--- src/rtl/exc_pkg.sv ---
// Package exc_pkg: shared types and constants for the exception vector unit.
//   state_t         - sequencer states IDLE -> FETCH -> WAIT -> LOAD
//   cause_t         - 2-bit cause codes (00 none, 01 opcode, 10 overflow, 11 div0)
//   VEC_IDX_*       - offset of each cause's vector byte from VEC_BASE
//   DEFAULT_VEC_BASE- byte address of the first vector
//   prioritise()    - resolves simultaneous exception pulses to one cause
//   cause_to_idx()  - maps a cause code to its vector index
package exc_pkg;

    typedef enum logic [1:0] {
        IDLE  = 2'd0,
        FETCH = 2'd1,
        WAIT  = 2'd2,
        LOAD  = 2'd3
    } state_t;

    typedef enum logic [1:0] {
        CAUSE_NONE     = 2'b00,
        CAUSE_OPCODE   = 2'b01,
        CAUSE_OVERFLOW = 2'b10,
        CAUSE_DIV0     = 2'b11
    } cause_t;

    localparam logic [1:0] VEC_IDX_OPCODE   = 2'd0;
    localparam logic [1:0] VEC_IDX_OVERFLOW = 2'd1;
    localparam logic [1:0] VEC_IDX_DIV0     = 2'd2;

    localparam int unsigned DEFAULT_VEC_BASE = 253;

    // Opcode beats overflow beats div0; the losers are simply dropped.
    function automatic cause_t prioritise(input logic opcode,
                                          input logic overflow,
                                          input logic div0);
        if (opcode)        return CAUSE_OPCODE;
        else if (overflow) return CAUSE_OVERFLOW;
        else if (div0)     return CAUSE_DIV0;
        else               return CAUSE_NONE;
    endfunction

    function automatic logic [1:0] cause_to_idx(input cause_t cause);
        case (cause)
            CAUSE_OVERFLOW: return VEC_IDX_OVERFLOW;
            CAUSE_DIV0:     return VEC_IDX_DIV0;
            default:        return VEC_IDX_OPCODE;
        endcase
    endfunction

endpackage

--- src/rtl/exc_wait_counter.sv ---
// exc_wait_counter: 3-bit down-counter that times the memory read latency.
//   clk        in  clock
//   reset      in  synchronous active-low reset (count -> 0)
//   load       in  load load_value this cycle (has priority over dec)
//   load_value in  3-bit value to load
//   dec        in  decrement this cycle (saturates at 0)
//   zero       out the count after this cycle's load/dec is zero
module exc_wait_counter (
    input  logic       clk,
    input  logic       reset,
    input  logic       load,
    input  logic [2:0] load_value,
    input  logic       dec,
    output logic       zero
);

    logic [2:0] count_q;
    logic [2:0] count_next;

    always_comb begin
        count_next = count_q;
        if (load)
            count_next = load_value;
        else if (dec && count_q != 3'd0)
            count_next = count_q - 3'd1;
    end

    // Flag looks at the next value so the sequencer can leave WAIT on the
    // same edge the count reaches zero, and skip WAIT when loading zero.
    assign zero = (count_next == 3'd0);

    // NOTE: sequential state is written with non-blocking assignments only.
    always_ff @(posedge clk) begin
        if (!reset)
            count_q <= 3'd0;
        else
            count_q <= count_next;
    end

endmodule

--- src/rtl/exception_vector_unit.sv ---
// exception_vector_unit: accepts exception pulses, saves the return address in
// EPC, fetches the handler byte from VEC_BASE+index and pulses pc_load.
//   clk               in   clock
//   reset             in   synchronous active-low reset
//   exc_opcode        in   invalid-opcode pulse
//   exc_overflow      in   ALU overflow pulse
//   exc_div0          in   divide-by-zero pulse
//   pc_current        in   32-bit PC (already incremented)
//   mem_data_in       in   32-bit memory read data, byte in [7:0]
//   mem_rd_req        out  memory read strobe, high in FETCH
//   mem_addr          out  vector byte address
//   exception_destiny out  handler address (zero-extended vector byte)
//   epc_out           out  saved return address
//   pc_load           out  one-cycle pulse after exception_destiny updates
//   cause_out         out  registered cause code (only with EXC_CAUSE_REG_EN)
//   busy              out  high whenever the sequencer is not IDLE
// Optional feature macro: EXC_CAUSE_REG_EN adds the cause_out register/port.
module exception_vector_unit
    import exc_pkg::*;
#(
    parameter int unsigned VEC_BASE    = DEFAULT_VEC_BASE,
    parameter int unsigned MEM_LATENCY = 1,
    parameter int unsigned PC_OFFSET   = 4
) (
    input  logic        clk,
    input  logic        reset,
    input  logic        exc_opcode,
    input  logic        exc_overflow,
    input  logic        exc_div0,
    input  logic [31:0] pc_current,
    input  logic [31:0] mem_data_in,
    output logic        mem_rd_req,
    output logic [31:0] mem_addr,
    output logic [31:0] exception_destiny,
    output logic [31:0] epc_out,
    output logic        pc_load,
`ifdef EXC_CAUSE_REG_EN
    output logic [1:0]  cause_out,
`endif
    output logic        busy
);

    state_t     state;
    cause_t     cause_sel;
    logic       exc_any;
    logic       cnt_zero;
    logic       unused_mem_bits;

    assign cause_sel = prioritise(exc_opcode, exc_overflow, exc_div0);
    assign exc_any   = exc_opcode | exc_overflow | exc_div0;

    // Only the addressed byte is meaningful; upper read data is discarded.
    assign unused_mem_bits = ^mem_data_in[31:8];

    exc_wait_counter u_wait_counter (
        .clk        (clk),
        .reset      (reset),
        .load       (state == FETCH),
        .load_value (3'(MEM_LATENCY - 1)),
        .dec        (state == WAIT),
        .zero       (cnt_zero)
    );

    always_ff @(posedge clk) begin
        if (!reset) begin
            state             <= IDLE;
            mem_rd_req        <= 1'b0;
            mem_addr          <= 32'd0;
            exception_destiny <= 32'd0;
            epc_out           <= 32'd0;
            pc_load           <= 1'b0;
            busy              <= 1'b0;
        end else begin
            pc_load <= 1'b0;
            case (state)
                IDLE: begin
                    if (exc_any) begin
                        epc_out    <= pc_current - 32'(PC_OFFSET);
                        mem_addr   <= 32'(VEC_BASE) + 32'(cause_to_idx(cause_sel));
                        mem_rd_req <= 1'b1;
                        busy       <= 1'b1;
                        state      <= FETCH;
                    end
                end
                FETCH: begin
                    mem_rd_req <= 1'b0;
                    state      <= cnt_zero ? LOAD : WAIT;
                end
                WAIT: begin
                    if (cnt_zero)
                        state <= LOAD;
                end
                LOAD: begin
                    // pc_load rises together with the new exception_destiny,
                    // i.e. in the cycle after the byte is captured.
                    exception_destiny <= {24'd0, mem_data_in[7:0]};
                    pc_load           <= 1'b1;
                    busy              <= 1'b0;
                    state             <= IDLE;
                end
                default: state <= IDLE;
            endcase
        end
    end

`ifdef EXC_CAUSE_REG_EN
    always_ff @(posedge clk) begin
        if (!reset)
            cause_out <= CAUSE_NONE;
        else if (state == IDLE && exc_any)
            cause_out <= cause_sel;
    end
`endif

endmodule
--- config.mk ---
export PLATFORM = sky130hd
export DESIGN_NAME = exception_vector_unit
export DESIGN_NICKNAME = d
export VERILOG_FILES = /design/src/rtl/exc_pkg.sv /design/src/rtl/exc_wait_counter.sv /design/src/rtl/exception_vector_unit.sv
export SDC_FILE = /design/constraint.sdc
export NUM_CORES = 1
export LEC_CHECK = 0
export BUFFER_PORTS_ARGS = -buffer_cell sky130_fd_sc_hd__buf_4
export CAP_MARGIN = 20
export CORE_AREA = 5 5 88 90
export CTS_CLUSTER_SIZE = 28
export DETAILED_ROUTE_END_ITERATION = 7
export DIE_AREA = 0 0 93 95
export PLACE_DENSITY_LB_ADDON = 0.08
export SYNTH_ARGS = -nofsm -noshare
export SYNTH_HDL_FRONTEND = slang
export SYNTH_SLANG_ARGS = --single-unit
--- constraint.sdc ---
create_clock -name clk -period 2.7 [get_ports clk]
set_input_delay 0.27 -clock clk [delete_from_list [all_inputs] [get_ports clk]]
set_output_delay 0.27 -clock clk [all_outputs]
set_load 0.05 [all_outputs]
==> metrics, run 1 <==
status=finished clean; DP Cell Count=508; vias in the first global route=2,228; clk_skew=8.59 ps; P&R area growth vs syn=23.5%; DRT iter0 DRCs=56; die width=93 um; Synth cell types=40; Bufs on Longest Clock Path=2; DP Worst Slack=400 ps; Port Buffers=96; drt total wl=6750 um; Clock Root Buffer=clkbuf_8; dpl hpwl=5220 um; die area=0.00884 mm^2; vias per cell=4.72; setup_tns=0 ps; I/O pins=168; length of the first detailed-routing pass in iterations=4; Hold WC Path Type=in -> reg; final net count=511; Initial Utilization=41.9%; final hold viol count=0; Yosys reg bits=52; Critical Path End Type=register; RePlAce Congestion=0.797; critical path fanouts, max=6; post-CTS setup buffer count=0; DRC viols=0; final setup fails=0; routed via count=2,434; Std-Cell Rows=31; per-cell routed wire length=13.1 um; Antenna diodes=0; post-CTS resize count=0; GR Util All Layers=15.0%; initial antenna violation count=0; layout cell share with drive strength beyond 1=27.4%; cts bufs inserted=5; Avg Cell Area, Syn=8.41 um^2; Final Max Slew Viols=0; filler cell count=737; Worst Path Required=2860 ps; Hold Buf Count CTS=0; Worst-path clk slew=100 ps; clock latency on the worst-skew pair=300 ps; Core Area=0.00698 mm^2; slew of the pin with the lowest slew margin=830 ps; WP data arrival=2130 ps; most frequent cells in the layout=buf_4 (99), dfxtp_1 (52), conb_1 (47); RSZ-0062 raised after global routing=false; most common cell after layout, fill and taps aside=buf_4; clock sinks=52; total number of H-tree levels=2; max-cap viol count=0; Routed Antenna Nets=0; Worst Setup Start Kind=input port; end-of-flow core utilization=51.8%; Leak Pwr=0.00157 uW; fin crit share=72.8%; register area share after synthesis=35.6%; critical path class=in -> reg; Slew HR=44.6%; fin cells=516; die height=95 um; GR Overflow Total=0; YS warnings=0; Syn Inst Count=348; Final min period=1970 ps; largest net degree at the start of global routing=33; worst setup margin=735 ps; f_max=509 MHz; CTS tree=done; first-pass GRT wire length=10,700 um; worst hold slack=184 ps; Max VDD drop=0.291 mV; Netlist Area Pre-Place=0.00293 mm^2; total power per unit cell area=642 mW/mm^2
-- critical path, cell delays in order --
cell and delay [ps]:
buf_4 130, inv_1 50, ha_1 240, or4b_1 520, or4_4 520, nor3_4 150, xnor2_1 150, a211oi_2 90
-- synthesized netlist by cell type --
master / n / area [um^2]
inv_1: 10 / 37.5
nor3b_1: 1 / 7.51
o31a_1: 1 / 8.76
or3_1: 3 / 18.8
a211oi_2: 1 / 12.5
or4_4: 3 / 33.8
nand2_1: 20 / 75.1
xnor2_1: 20 / 175
nor3_1: 11 / 55.1
a21oi_1: 20 / 100
a311oi_1: 3 / 26.3
o41ai_1: 1 / 8.76
o21ai_0: 15 / 75.1
o22ai_1: 1 / 6.26
xor2_1: 4 / 35.0
nand3_1: 10 / 50.1
a221oi_1: 1 / 8.76
clkbuf_1: 12 / 45.0
nor3_2: 5 / 50.1
o31ai_1: 1 / 7.51
a211oi_1: 10 / 75.1
buf_6: 2 / 22.5
nor3_4: 1 / 16.3
buf_4: 52 / 390
nand4_1: 2 / 12.5
conb_1: 1 / 3.75
or4b_1: 1 / 10.0
nand2b_1: 4 / 25.0
nor2_1: 37 / 139
or4_1: 1 / 7.51
and2_1: 1 / 6.26
nor4_1: 6 / 37.5
mux2i_1: 11 / 110
buf_1: 2 / 7.51
ha_1: 9 / 113
nor2b_1: 3 / 18.8
o21ai_1: 7 / 35.0
dfxtp_1: 52 / 1040
a31oi_1: 2 / 12.5
or2_2: 1 / 6.26
-- per-layer routing --
metal | wire (um) | vias up | track usage, %
met2 | 3450 | 79 | 27.4
met1 | 2850 | 1091 | 17.8
met5 | 0 | - | 0
met4 | 54 | 0 | 4.03
li1 | - | 1260 | -
met3 | 387 | 4 | 3.35
-- through the flow --
step	power [uW]	area, um^2
floorplan	1610	3100
global placement	1810	3510
detailed placement	1810	3510
CTS	2360	3610
global route	2450	3610
finish	2320	3610
-- area by class of cell --
cell class	instances	area (um^2)	area share, %
Clock buffer	6	72.6	2.01
Sequential cell	52	1040	28.8
Timing Repair Buffer	100	763	21.1
Clock inverter	2	35.0	0.969
Inverter	10	37.5	1.04
Tap cell	82	103	2.84
Multi-Input combinational cell	264	1560	43.2
-- cell families (layout without fill, tap and decap cells) --
| logic type | Yosys count | in the layout | synth area share [%] |
|---|---|---|---|
| compound gates | 63 | 63 | 12.9 |
| xor+xnor | 24 | 24 | 7.18 |
| fa+ha+maj | 9 | 9 | 3.85 |
| buf+inv | 78 | 118 | 17.2 |
| flops | 52 | 52 | 35.6 |
| mux | 11 | 11 | 3.76 |
| other cells | 1 | 47 | 0.128 |
| simple gates | 110 | 110 | 19.5 |
-- report_power, final --
| group | total (uW) | leakage (uW) | internal [uW] | switching, uW |
|---|---|---|---|---|
| clock | 531 | 0.0000552 | 276 | 255 |
| sequential | 895 | 0.000428 | 848 | 46.8 |
| combinational | 895 | 0.00108 | 248 | 646 |
| total | 2320 | 0.00157 | 1370 | 948 |
-- sequential cells by signal (all words and copies together) (netlist names) --
| signal | flops |
|---|---|
| mem_rd_req | 1 |
| busy | 1 |
| state | 2 |
| u_wait_counter.count_q | 3 |
| epc_out | 32 |
| exception_destiny | 8 |
| mem_addr | 4 |
| pc_load | 1 |
-- path summary, 6_finish.rpt --
kind	startpoint	end	slack [ps]	cells after the start
hold reg to reg	epc_out[0]	epc_out[0]	460	2
setup reg to reg	u_wait_counter.count_q[0]	state[0]	830	7
setup / recovery	pc_current[2]	epc_out[18]	730	8
hold / removal	pc_current[2]	epc_out[2]	180	2
Note: power is estimated with default switching activity, not from simulation.
==> run 2: changes to the inputs <==
==> constraint.sdc (replaced) <==
create_clock -name clk -period 2 [get_ports clk]
set_input_delay 0.2 -clock clk [delete_from_list [all_inputs] [get_ports clk]]
set_output_delay 0.2 -clock clk [all_outputs]
set_load 0.05 [all_outputs]
==> metrics, run 2 (same netlist as run 1, synthesis figures left out) <==
DRC viols=0 (unchanged); first-pass GRT wire length=10,800 um (was 10,700 um); initial antenna violation count=0 (unchanged); I/O pins=168 (unchanged); Final min period=1710 ps; Crit. Startpoint=pc_current[2] (unchanged); slew of the pin with the lowest slew margin=544 ps (was 830 ps); die width=93 um (unchanged); Reg2Reg Depth=7 (unchanged); Worst Setup Start Kind=input port (unchanged); Worst-path clk slew=100 ps (about the same); worst hold slack=133 ps (was 184 ps); CP max stage cell=or4_4 (was or4b_1); die height=95 um (unchanged); CP Buf/Inv Count=2 (unchanged); die area=0.00884 mm^2 (unchanged); end-of-flow core utilization=53.1% (was 51.8%); drt total wl=6820 um (was 6750 um); FF-to-FF End=state[0] (unchanged); most common cell after layout, fill and taps aside=buf_4 (unchanged); critical path class=in -> reg (unchanged); max reg flops=32 (unchanged); f_max=586 MHz; Critical Path End Type=register (unchanged); clk_skew=10.3 ps (was 8.59 ps); largest net degree at the start of global routing=51 (was 33); layout cell share with drive strength beyond 1=29.8% (was 27.4%); Final Max Slew Viols=0 (unchanged); Worst path depth=8 (unchanged); Routed Antenna Nets=0 (unchanged); Antenna diodes=0 (unchanged); Leak Pwr=0.00163 uW (was 0.00157 uW); Port Buffers=96 (unchanged); RePlAce Congestion=0.831 (was 0.797); status=finished clean (unchanged); reg-to-reg critical path startpoint=u_wait_counter.count_q[0] (unchanged); total number of H-tree levels=2 (unchanged); WP data arrival=1910 ps (was 2130 ps); RSZ-0062 raised after global routing=false (unchanged); vias per cell=4.65 (was 4.72); Slew HR=63.7% (was 44.6%); final hold viol count=0 (unchanged); critical path fanouts, max=6 (unchanged); most frequent cells in the layout=buf_4 (113), dfxtp_1 (52), conb_1 (47) (was buf_4 (99), dfxtp_1 (52), conb_1 (47)); routed via count=2,461 (was 2,434); Std-Cell Rows=31 (unchanged); Placed Area=0.00361 mm^2 (was 0.00351 mm^2); GR Overflow Total=0 (unchanged); worst-path cell chain=buf_4, inv_1, ha_1, or4b_1, or4_4, nor3_2, xnor2_1, o21ai_1 (was buf_4, inv_1, ha_1, or4b_1, or4_4, nor3_4, xnor2_1, a211oi_2); clock sinks=52 (unchanged); critical path's largest stage delay=520 ps (about the same); Largest regs=epc_out (32), exception_destiny (8), mem_addr (4) (unchanged); final net count=525 (was 511); Hold Buf Count CTS=0 (unchanged); Biggest register=epc_out (unchanged); Clock Root Buffer=clkbuf_8 (unchanged); final setup fails=0 (unchanged); Worst Path Required=2210 ps (was 2860 ps); GR Util All Layers=15.2% (was 15.0%); Max VDD drop=0.363 mV (was 0.291 mV); Bufs on Longest Clock Path=2 (unchanged); max-cap viol count=0 (unchanged); per-cell routed wire length=12.9 um (was 13.1 um); vias in the first global route=2,290 (was 2,228); cts bufs inserted=5 (unchanged); length of the first detailed-routing pass in iterations=4 (unchanged); Hold WC Path Type=in -> reg (unchanged); worst setup path endpoint=epc_out[26] (was epc_out[18]); delay-heaviest family, CP=simple AND/OR/NAND/NOR gates (unchanged); CTS tree=done (unchanged); Final Instance Area=0.00371 mm^2 (was 0.00361 mm^2); Initial Utilization=41.9% (unchanged); fin crit share=85.4%; P&R area growth vs syn=26.7% (was 23.5%); DRT iter0 DRCs=47 (was 56); dpl hpwl=5230 um (was 5220 um); r2r setup slk=300 ps (was 830 ps); total power per unit cell area=829 mW/mm^2 (was 642 mW/mm^2); clock latency on the worst-skew pair=310 ps (was 300 ps); post-CTS setup buffer count=0 (unchanged); post-CTS resize count=0 (unchanged); Core Area=0.00698 mm^2 (unchanged)
==> run 2: cell types whose count changed in the layout (fill, tap and decap cells not counted), sizes merged <==
| cell | before | now |
|---|---|---|
| clkinv | 1 | 0 |
| buf | 100 | 114 |
| clkbuf | 6 | 7 |
| bufinv | 1 | 0 |
==> run 2: through the flow <==
step | setup slack [ps] | instances | total power, uW | setup TNS [ps]
after CTS | 288 | 529 | 3120 | 0
after global placement | -31.6 | 522 | 2450 | -77.8
final | 293 | 529 | 3070 | 0
after floorplan | 12.9 | 394 | 2170 | 0
after detailed placement | -43.1 | 522 | 2460 | -122
after global routing | 144 | 529 | 3240 | 0
==> run 2: worst min-delay path by stage <==
stage | start | endpoint | slack [ps] | cells past startpoint
floorplan | pc_current[2] | epc_out[2] | 300 | 1
global placement | mem_data_in[2] | exception_destiny[2] | 440 | 3
detailed placement | mem_data_in[2] | exception_destiny[2] | 440 | 3
CTS | mem_data_in[7] | exception_destiny[7] | 120 | 3
global route | mem_data_in[2] | exception_destiny[2] | 130 | 3
finish | mem_data_in[7] | exception_destiny[7] | 130 | 3
==> run 2: final cells by class <==
class	instances	area, um^2
Clock buffer	7	96.3
Fill cell	700	3270
Inverter	10	37.5
Multi-Input combinational cell	264	1560
Sequential cell	52	1040
Tap cell	82	103
Timing Repair Buffer	114	868
==> run 2: report_power, final <==
group | internal, uW | switching [uW]
Sequential | 1140 | 61.5
Clock | 309 | 337
Combinational | 345 | 876
Total | 1800 | 1270
==> run 2: layer usage <==
metal / track usage, % / up-vias / part of all wire (%)
li1: - / 1292 / -
met1: 18.2 / 1082 / 43
met2: 27.2 / 77 / 49
met3: 2.87 / 10 / 5.5
met4: 5.37 / 0 / 1.7
met5: 0 / - / 0
==> run 2: worst reg2reg max path: cells and delay by family, from the launching register on <==
family | cells | cell delay, ps
AOI/OAI and AO/OA | 2 | 600
muxes | 2 | 350
adders and majority gates | 1 | 210
DFF | 1 | 310
buffers and inverters | 2 | 160
